### src/rtl/msff_stretch_bank.sv
// msff_stretch_bank: bank of master/slave flops, each bit
// with a retriggerable programmable output pulse stretcher.
module msff_stretch_bank #(
  parameter int WIDTH = 6,
  parameter int CNTW  = 3
) (
  input  logic             clk,
  input  logic             reset,
  input  logic [WIDTH-1:0] d,
  input  logic [CNTW-1:0]  stretchLen,
  input  logic [WIDTH-1:0] stretchEn,
  output logic [WIDTH-1:0] q,
  output logic [WIDTH-1:0] stretching,
  output logic             anyStretching
);

  logic [WIDTH-1:0]           master_q;
  logic [WIDTH-1:0]           master_d;
  logic [WIDTH-1:0]           out_q;
  logic [WIDTH-1:0]           out_d;
  logic [WIDTH-1:0][CNTW-1:0] cnt_q;
  logic [WIDTH-1:0][CNTW-1:0] cnt_d;
  logic [WIDTH-1:0]           busy;

  // master follows d, slave follows master
  always_comb begin
    master_d = d;
    out_d    = master_q;
  end

  // stretch counters: reload while master high, else count down
  always_comb begin
    cnt_d = cnt_q;
    busy  = '0;
    for (int i = 0; i < WIDTH; i++) begin
      busy[i] = (cnt_q[i] != '0);
      if (master_q[i]) begin
        cnt_d[i] = stretchEn[i] ? stretchLen : '0;
      end else if (busy[i]) begin
        cnt_d[i] = cnt_q[i] - CNTW'(1);
      end else begin
        cnt_d[i] = '0;
      end
    end
  end

  // falling-edge state: master latch and stretch counters
  always_ff @(negedge clk or posedge reset) begin
    if (reset) begin
      master_q <= '0;
      cnt_q    <= '0;
    end else begin
      master_q <= master_d;
      cnt_q    <= cnt_d;
    end
  end

  // rising-edge state: slave output
  always_ff @(posedge clk or posedge reset) begin
    if (reset) begin
      out_q <= '0;
    end else begin
      out_q <= out_d;
    end
  end

  // outputs: slave ORed with stretch, and stretch-only indication
  always_comb begin
    q             = out_q | busy;
    stretching    = busy & ~out_q;
    anyStretching = |stretching;
  end

endmodule

### config.mk
export PLATFORM = sky130hd
export DESIGN_NAME = msff_stretch_bank
export DESIGN_NICKNAME = d
export VERILOG_FILES = /design/src/rtl/msff_stretch_bank.sv
export SDC_FILE = /design/constraint.sdc
export NUM_CORES = 1
export LEC_CHECK = 0
export CORE_UTILIZATION = 44
export DETAILED_ROUTE_END_ITERATION = 7
export HOLD_SLACK_MARGIN = 0.08
export PLACE_DENSITY = 0.75
export SYNTH_ARGS = -nofsm -noshare
export SYNTH_HDL_FRONTEND = slang
export SYNTH_SLANG_ARGS = --single-unit
### constraint.sdc
create_clock -name clk -period 1.25 [get_ports clk]
set_input_delay 0.125 -clock clk [delete_from_list [all_inputs] [get_ports clk]]
set_output_delay 0.125 -clock clk [all_outputs]
set_load 0.05 [all_outputs]
== After elaboration in Yosys (flattened, before gate mapping) ==
Cells that the tools add are included.

* Add/sub/neg operators: 6
* Multiplexer cells: 18
* Bitwise logic cells: 3
* Reduce and logical (&&, ||, !) cells: 7

{| class="wikitable"
|+ Operators with widths
! operator !! count
|-
| $mux 3 || 18
|-
| $reduce_bool 3->1 || 6
|-
| $sub 3x1->3 const B || 6
|-
| $and 6x6->6 || 1
|-
| $not 6->6 || 1
|-
| $or 6x6->6 || 1
|-
| $reduce_or 6->1 || 1
|}

* Bits in registers: 30
* Input bits: 17
* Output and inout port bits: 13
* Logic and storage cells: 42

== Longest topological paths before layout ==
* Depth after elaboration: 3
* Gate-level depth with buffers: 5
* Depth with buffers taken out: 5

==> flow_summary.yaml <==
status:
  status: "finished with violations"
  violations: "design-rule violations, negative setup slack"
yosys:
  synth_most_common_cell: "dfrtn_1"
  ys.flop_type: "dfrtn_1"
  synth_area_um2: 1360
  yosysTopAreaCell: "dfrtn_1"
  synth_edf_count: 0
  synth_area_per_cell_um2: 10.5
  ys_seq_area_share_pct: 55.1
  syn_inst: 130
  synth_top_area_share_pct: 44.1
  yosys-top-cells-count: "dfrtn_1, inv_1, ha_1, nand3_1, nor2_1"
  async_flop_share_pct: 100
  yosysWarnings: 0
  syn-num-nets: 159
  ys_ff_latch: 30
  synth.distinct_cells: 16
  synth.area.top_cells: "dfrtn_1, dfrtp_1, ha_1, inv_1, nand3_1"
global_route:
  grt_usage_pct: 24.9
  grt_max_degree: 23
  overflow: 0
  grt_pass1_vias: 1366
  grt_pass1_wl_um: 5950
  antenna_found_initial: 0
cells_and_area:
  fillers: 145
  nNetsFinal: 243
  area.growth.synth_to_final_pct: 79.8
  drive_gt1_share_pct: 46.3
  post-route-util_pct: 85.9
  seq_area_um2: 751
  antenna_cells: 0
  multi_input_area_um2: 721
  stdcell_count: 245
setup_path:
  crit_required_ns: 1.12
  cp_max_fo: 2
  crit_arrival_ns: 2.45
  cp-start-kind: "register"
  cp-end-kind: "output pin"
  crit_type: "reg -> out"
clock_network:
  cts_root_buffer: "clkbuf_4"
  cts_buffers: 5
  htreeDepth: 2
  cts_sinks: 30
  clk_latency_ns: 0.32
  clk_transition_reported_paths_ns: 0.09
  cts_tree: "built"
  postCtsHoldBufs: 0
  clockBufferDepth: 2
routing:
  ant_nets: 0
  drc: 4
  vias: 1313
  via_per_inst: 5.36
  drt_iter0_markers: 70
  drtPass1Iterations: 6
  finalWirelength_um: 4080
  wl_per_cell_um: 16.7
timing:
  slew_violations: 0
  setup_slack_ns: -1.32
  tightestPinTransition_ns: 0.364
  fin_worst_skew_ns: 0.0104
  setup_viol: 13
  slew_headroom_pct: 75.7
  finalHoldViolCount: 0
  rsz0062_at_grt: "true"
  whs_ns: 0.170
run:
  drv_cap: 0
power_and_ir_drop:
  power_mw: 2.82
  irDropWorstVdd_mv: 0.763
  p_leak_nw: 1.16
  power_density_nw_per_um2: 1150
place:
  routabilityCongestion: 0.866
  io_buffers: 29
  hpwl_um: 2560
  place_inst: 226
die:
  dieArea_um2: 3320
  pin_count: 30
  rows: 19
  core_um2: 2850
  chipHeight_um: 57.7
  dieWidth_um: 57.7
  start_util_pct: 47.8
min_path:
  hp-class: "in -> async"
-- layer usage --
layer  GRT usage [%]  vias to the layer above  wire length (um)  part of all wire, %
met1            27.7                      643              1470                   36
met2            44.7                       58              2220                   54
met3            6.25                        9               316                  7.7
met5               0                        -                 0                    0
li1                -                      603                 -                    -
met4            11.9                        0                73                  1.8
-- stage by stage --
stage,cell area [um^2],setup WS [ns],setup TNS [ns]
final,2450,-1.32,-12.28
after global routing,2450,-1.36,-12.95
after CTS,2330,-1.32,-12.02
after detailed placement,2170,-1.05,-17.26
after global placement,2170,-0.958,-16.20
after floorplan,1460,-0.930,-6.41
-- final timing paths --
path | cells after the start | slack, ns | to | start
min in group clk | 2 | 0.54 | cnt_q[5]$_DFF_NP0_ | master_q[1]$_DFF_NP0_
worst min register to register | 2 | 0.54 | cnt_q[5]$_DFF_NP0_ | master_q[1]$_DFF_NP0_
worst max-delay path | 5 | -1.32 | anyStretching | cnt_q[13]$_DFF_NP0_
worst max register to register | 4 | 0.02 | cnt_q[13]$_DFF_NP0_ | cnt_q[13]$_DFF_NP0_
worst min-delay path | 3 | 0.17 | out_q[0]$_DFF_PP0_ | reset
max in group asynchronous | 3 | 0.38 | cnt_q[2]$_DFF_NP0_ | reset
-- where the power goes --
group,switching [mW],internal [mW],leakage [nW]
combinational,0.533,0.584,0.757
sequential,0.0659,1.06,0.369
clock,0.314,0.265,0.0314
-- flip-flops by register name, summed over array words and instances, names as in the netlist --
name      cells
master_q      6
out_q         6
cnt_q        18
-- timing repair --
item                       4_1_cts  5_1_grt
cloned                           0        0
resized for setup               18       21
setup buffers                    8       10
setup endpoints to repair       31       16
pin swaps                        8       15
-- layout by cell type (no fill, tap or decap), types with 6 or more instances in the layout --
master,synthesis,final
a21oi_1,6,6
a22oi_1,6,6
buf_12,0,12
buf_4,0,40
buf_6,0,8
clkdlybuf4s50_1,0,11
dfrtn_1,24,24
dfrtp_1,6,6
inv_1,19,15
nand2_1,6,6
nand3_1,12,12
nor2_4,0,8
or3b_1,6,6
-- logic make-up (layout without fill, tap and decap cells) --
kind of cell | Yosys count | count (layout) | share of synthesized area (%)
DFF | 30 | 30 | 55.1
AOI/OAI and AO/OA | 26 | 26 | 11.9
buffers and inverters | 19 | 103 | 5.23
and+or+nand+nor | 43 | 43 | 16.7
adders and majority gates | 12 | 12 | 11.0
-- layout make-up --
type | count | share of cell area [%]
sequential | 30 | 30.6
inverter | 19 | 3.17
multi-input combinational | 81 | 29.4
tap | 31 | 1.58
timing repair buffer | 77 | 32.9
clock buffer | 7 | 2.25
-- worst max-delay path, stage by stage, from the launching register on --
cell and delay, ns:
dfrtn_1 0.36, nor2_2 0.16, ha_2 0.23, o22ai_4 0.08
or4_4 0.50, buf_8 0.17
No activity file was read; power rests on OpenSTA's default activity.
